`src/rtl/fifo_pkg.sv`:
```
// fifo_pkg: shared defaults, word type and occupancy-counter width for the flop FIFO
package fifo_pkg;
    localparam int FIFO_BITS  = 32;
    localparam int FIFO_DEPTH = 16;
    typedef logic [FIFO_BITS-1:0] fifo_word_t;
    function automatic int fifo_cnt_w(input int d);
        return $clog2(d) + 1;
    endfunction
    localparam int FIFO_CNT_W = fifo_cnt_w(FIFO_DEPTH);
endpackage

```
`src/rtl/fifo_flops_stage.sv`:
```
// fifo_flops_stage: one storage word that holds, loads Din, or takes the word from the stage above
module fifo_flops_stage
    import fifo_pkg::*;
#(
    parameter int bits = FIFO_BITS
) (
    input  logic            clk,
    input  logic            rst,
    input  logic            i_load,
    input  logic            i_shift,
    input  logic [bits-1:0] i_din,
    input  logic [bits-1:0] i_next,
    output logic [bits-1:0] o_q
);
    logic [bits-1:0] r_q;
    always_ff @(posedge clk) begin
        if (rst) r_q <= '0;
        else if (i_load) r_q <= i_din;
        else if (i_shift) r_q <= i_next;
    end
    assign o_q = r_q;
endmodule

```
`src/rtl/fifo_flops.sv`:
```
// fifo_flops: flip-flop shift-register FIFO; entry 0 is the head and drives Dout
module fifo_flops
    import fifo_pkg::*;
#(
    parameter int bits  = FIFO_BITS,
    parameter int depth = FIFO_DEPTH
) (
    input  logic            clk,
    input  logic            rst,
    input  logic [bits-1:0] Din,
    input  logic            push,
    input  logic            pop,
    output logic [bits-1:0] Dout,
    output logic            full,
    output logic            pndng
);
    localparam int CW = fifo_cnt_w(depth);
    logic [CW-1:0]   count;
    logic [bits-1:0] w_q [depth];
    logic            w_full, w_empty, w_push, w_pop;
    logic [CW-1:0]   w_widx;
    assign w_full  = count == CW'(depth);
    assign w_empty = count == '0;
    assign w_pop   = pop && !w_empty;
    // a pop frees a slot in the same cycle, so push is accepted when full if popping
    assign w_push  = push && (!w_full || w_pop);
    assign w_widx  = w_pop ? count - 1'b1 : count;
    for (genvar i = 0; i < depth; i++) begin : g_stage
        logic [bits-1:0] w_next;
        if (i == depth - 1) begin : g_top
            assign w_next = '0;
        end else begin : g_mid
            assign w_next = w_q[i+1];
        end
        fifo_flops_stage #(.bits(bits)) u_stage (
            .clk    (clk),
            .rst    (rst),
            .i_load (w_push && w_widx == CW'(i)),
            .i_shift(w_pop),
            .i_din  (Din),
            .i_next (w_next),
            .o_q    (w_q[i])
        );
    end
    always_ff @(posedge clk) begin
        if (rst) count <= '0;
        else count <= count + CW'(w_push) - CW'(w_pop);
    end
    assign Dout  = w_q[0];
    assign full  = w_full;
    assign pndng = !w_empty;
endmodule

```
`config.mk`:
```
export PLATFORM = sky130hd
export DESIGN_NAME = fifo_flops
export DESIGN_NICKNAME = d
export VERILOG_FILES = /design/src/rtl/fifo_pkg.sv /design/src/rtl/fifo_flops_stage.sv /design/src/rtl/fifo_flops.sv
export SDC_FILE = /design/constraint.sdc
export NUM_CORES = 1
export LEC_CHECK = 0
export CORE_ASPECT_RATIO = 1.5
export CORE_MARGIN = 2
export CORE_UTILIZATION = 62
export CTS_BUF_LIST = sky130_fd_sc_hd__clkbuf_8 sky130_fd_sc_hd__clkbuf_16
export DETAILED_ROUTE_END_ITERATION = 10
export GPL_TIMING_DRIVEN = 0
export PLACE_DENSITY_LB_ADDON = 0.12
export SLEW_MARGIN = 25
export SYNTH_ARGS = -nofsm -noshare
export SYNTH_HDL_FRONTEND = slang
export SYNTH_HIERARCHICAL = 1
export SYNTH_SLANG_ARGS = --single-unit
```
`constraint.sdc`:
```
create_clock -name clk -period 3.48 [get_ports clk]
set_input_delay 0.348 -clock clk [delete_from_list [all_inputs] [get_ports clk]]
set_output_delay 0.348 -clock clk [all_outputs]
set_load 0.02 [all_outputs]
```
[After elaboration in Yosys (flattened, before gate mapping)]
Index checks and enable logic that the tools add are counted.
Cells by class
  reduce and logical (&&, ||, !) cells: 39
  equal/unequal tests: 16
  mux-type cells: 33
  $add $sub $neg: 3
Operators with widths (number)
  32-bit 2-to-1 mux: 32
  5-bit by 4-bit == test with 1-bit output (second input constant): 8
  2-bit nonzero test: 16
  5-bit by 3-bit == test with 1-bit output (second input constant): 4
  1-bit logical AND: 18
  5-bit by 2-bit == test with 1-bit output (second input constant): 2
  5-bit logical NOT: 2
  5-bit by 1-bit adder with 5-bit output: 1
  5-bit by 1-bit == test with 1-bit output (second input constant): 1
  5-bit == test (second input constant): 1
  5-bit 2-to-1 mux: 1
  5-bit by 1-bit subtractor with 5-bit output: 1
  5-bit by 1-bit subtractor with 5-bit output (second input constant): 1
  1-bit logical NOT: 2
  1-bit logical OR: 1
Word-level totals
  output and inout bits: 34
  bits of input ports: 36
  bits in registers: 517
  word-level logic and storage cells: 108

[Depth between registers and ports, before layout]
  word-level depth: 7
  depth in mapped cells: 16
  gate-level depth less buffers: 13

[Modules after synthesis]
Netlist, hierarchy kept.
Modules (own cells, without submodules)
  fifo_flops_stage: area an instance 1510.2 µm², cells each 142, instances 16
  fifo_flops: area an instance 848.3 µm², cells each 109, instances 1

[Worst setup path before layout]
OpenSTA, ideal clock, no wires.
  path kind: register to register
  from: register count[2]
  to: register count[4]
  arrival time: 2.618 ns
  stages on the path, launching flop included: 17
  period minus slack after synthesis: 2.734 ns
  path slack: 0.746 ns
  buffers on the path: 3
  library setup time: 0.117 ns
  path through: dfxtp_1 clkbuf_1 inv_1 ha_1 and3b_1 buf_6 inv_2 buf_6 nand2_1 nand2_1 nand2_1 ha_1 fa_1 nor2b_1 o21bai_1 nand3_1 nor3b_1
Between the ends
  cells in the longest elaborated chain, start to end: 7
RTL lines
  start, declared: line fifo_flops.sv:18  | logic [CW-1:0] count;
  start signal, assigned: line fifo_flops.sv:47  | else count <= count + CW'(w_push) - CW'(w_pop);
  5-bit logical NOT *: line fifo_flops.sv:23  | assign w_empty = count == '0;
  1-bit logical NOT *
  via pndng: line fifo_flops.sv:15  | output logic pndng
  1-bit logical AND *: line fifo_flops.sv:24  | assign w_pop = pop && !w_empty;
  1-bit logical OR: line fifo_flops.sv:26  | assign w_push = push && (!w_full || w_pop);
  1-bit logical AND: line fifo_flops.sv:26
  5-bit by 1-bit adder with 5-bit output: line fifo_flops.sv:47
  5-bit by 1-bit subtractor with 5-bit output *: line fifo_flops.sv:47
The timed path passes the listed nets; every way through them passes the cells marked *.
A chain may end at the register's enable or synchronous reset.

[Worst setup path after layout]
  from: register count[2]
  to: register g_stage[6].u_stage.r_q[15]
Between the ends
  cells in the longest elaborated chain, start to end: 7
RTL lines
  parallel branches: the longest is 7 deep, another holds 5-bit by 1-bit subtractor with 5-bit output
  end signal, assigned: line fifo_flops_stage.sv:18  | else if (i_load) r_q <= i_din;
  end signal, assigned: line fifo_flops_stage.sv:19  | else if (i_shift) r_q <= i_next;
  end, declared: line fifo_flops_stage.sv:15  | logic [bits-1:0] r_q;
Several ways; the timed one is not identified.

==> impl_metrics.toml <==
[worst_setup_path]
worstSetupPathType = "reg2reg"
arrival_ns = 3.78
cp_max_fo = 10
endpoint_kind = "register"
reg2reg_from = "count[2]"
startpoint = "count[2]"
endpoint = "g_stage[6].u_stage/o_q[15]"
worst-r2r-setup-slack_ns = 0.16
timing.rr.end = "g_stage[6].u_stage/o_q[15]"
r2r_cells = 12
cp-start-kind = "register"
crit_required_ns = 3.94

[sta]
setup_viol = 0
tightest_slew_ns = 0.9189
fin_setup_tns_ns = 0
rsz0062_at_grt = "true"
hold_viol = 0
fmax_ghz = 0.3010
slew_viol_final = 0
period_share_pct = 95.46
period_needed_ns = 3.322
slew-limit-headroom_pct = 38.55
skew_ns = 0.01613

[clock_network]
root_buffer = "clkbuf_16"
clkSlewWorstSetupHoldPaths_ns = 0.06
tritoncts = "done"
clk_latency_ns = 0.57
clkSinkCount = 517
cts_hold_buf = 0
htreeDepth = 2
clock_path_buffers = 3
cts_made_buffers = 49

[detailed_routing]
routedWlPerCell_microns = 18.85
viasPerCell = 5.859
drcViolationCount = 0
vias = 18040
first_pass_iters = 8
ant_nets = 0
wl_mm = 58.05
drt_iter0_markers = 739

[cells_and_area]
final_cell_mix = "nor2b_1, dfxtp_1, mux2i_1, a211oi_1, clkbuf_1"
layout_commonest_cell = "nor2b_1"
drive_gt1_share_pct = 7.776
stdcell_count = 3079
fin_nets = 2586
postLayoutCoreUtil_pct = 71.03
area_delta_synth_final_pct = 13.52

[global_routing]
grt_first_pass_wirelength_mm = 95.28
antenna_found_initial = 1
grt_max_degree = 46
first_global_vias = 19090
gr-total-overflow = 0
grt_usage_pct = 27.14

[die]
dieArea_sq_um = 42000
coreArea_sq_um = 39980
die_x_microns = 168.0
rows = 90
die_h_microns = 250.0
start_util_pct = 62.57
pin_count = 70

[place]
hpwlAfterDp_mm = 44.77
place_inst = 2988
port_buffers = 69
routabilityCongestion = 0.8246

[pwr]
swShare_pct = 32.42
max-vdd-ir-drop_mv = 0.5412
power_frac_seq_pct = 37.5
p_clk_share_pct = 25.7
fin_total_pwr_uw = 19990
leakagePower_uw = 0.01025
combPwrFrac_pct = 36.8
power.density_nw_per_um2 = 704.2
switching_power_uw = 6481
p_int_uw = 13510

[yosys]
ys_seq_area_share_pct = 41.38
postSynthCellCount = 2381
ys_types = 37
synth.ff_latch_count = 517
synth_warnings = 6
syn_area_sq_um = 25010
avgSynthCellArea_sq_um = 10.50

[worst_hold_path]
hp-class = "in2reg"

[status]
status = "complete, no violations"

[run]
maxCapViolations = 0
==> cell usage after synthesis, drive strengths merged <==
master	n	share of area, %
xor2	3	0.11
nand3	1	0.020
and2	2	0.050
and3	5	0.13
ha	10	0.50
xnor2	1	0.035
nor2b	519	13
nor3b	1	0.030
conb	1	0.015
nand2b	2	0.050
nand2	6	0.090
dfxtp	517	41
o21bai	2	0.060
nor2	18	0.27
a211o	2	0.11
a211oi	516	15
buf	66	4.7
or3	1	0.025
a21bo	1	0.040
and4	1	0.035
clkbuf	147	2.2
o2111ai	4	0.14
nor4	6	0.15
a21oi	2	0.040
mux2i	512	20
fa	1	0.080
a21boi	1	0.030
o21ai	1	0.020
a221oi	4	0.33
inv	25	0.38
and3b	1	0.035
nor3	2	0.040
==> metrics by stage <==
stage,instance area [sq um],setup WS [ns],hold WS (ns)
CTS,28110,0.03273,0.3202
finish,28390,0.1579,0.3407
detailed placement,26480,-0.3847,0.5400
global placement,26450,-0.6584,0.5348
floorplan,25130,0.7457,0.4196
global route,28390,-0.02932,0.3508
==> power groups by stage <==
stage               combinational, uW  sequential [uW]  clock [uW]
CTS                              7040             7490        5210
detailed placement               6930             7620           0
floorplan                        5400             7540           0
finish                           7360             7500        5130
global placement                 6660             7560           0
global route                     7850             7610        5430
==> metal layers <==
metal,track usage (%),vias to the layer above,routed length [microns]
li1,-,8954,-
met1,28.19,8685,22680
met2,53.98,275,31750
met3,3.076,125,1432
met4,11.50,0,2195
met5,0,-,0
==> state kept, by name, indices dropped and copies added (netlist names) <==
signal / flops
g_stage.u_stage/o_q: 512
count: 5
==> worst min path at each step <==
stage	to	from	slack [ns]	cells past startpoint
final	g_stage[10].u_stage/o_q[29]	rst	0.34	2
after global routing	g_stage[10].u_stage/o_q[29]	rst	0.35	2
after CTS	g_stage[12].u_stage/o_q[31]	rst	0.32	2
after detailed placement	g_stage[3].u_stage/o_q[5]	g_stage[3].u_stage/o_q[5]	0.54	2
after global placement	g_stage[6].u_stage/o_q[29]	g_stage[6].u_stage/o_q[29]	0.53	2
after floorplan	count[0]	rst	0.42	1
==> logic make-up (layout without fill, tap and decap cells) <==
| family | Yosys count | in the layout | synth area share [%] |
|---|---|---|---|
| and+or+nand+nor | 565 | 565 | 13.91 |
| AOI/OAI and AO/OA | 533 | 533 | 16.25 |
| DFF | 517 | 517 | 41.38 |
| muxes | 512 | 512 | 20.49 |
| buffers and inverters | 238 | 398 | 7.234 |
| adders and majority gates | 11 | 11 | 0.5803 |
| xor gates and xnor gates | 4 | 4 | 0.1401 |
| other | 1 | 33 | 0.01499 |
==> repair_timing <==
action,4_1_cts,5_1_grt
buffers inserted,0,7
gates cloned,0,0
setup endpoints to repair,493,480
resized for setup,27,64
pin swaps,0,9
endpoints found under the hold margin,0,0
==> cell type report <==
cell class	instances	area, sq um
tap	506	633.1
timing repair buffer	77	818.3
multi-input combinational	1657	13220
sequential	517	10350
clock inverter	21	115.1
antenna	1	2.502
fill	2930	11580
clock buffer	63	1419
buffer	212	1734
inverter	25	97.59
==> worst max-delay path: stages (launching register included) <==
cell and delay [ns]:
dfxtp_1 0.33, clkbuf_1 0.28, inv_1 0.19, ha_1 0.27, and3b_1 0.18, buf_6 0.14
nor4_1 0.50, a221oi_4 0.07, buf_12 0.17, nor2_2 0.27, inv_1 0.22, clkbuf_1 0.28
a211oi_1 0.30
Note: power is estimated with default switching activity, not from simulation.
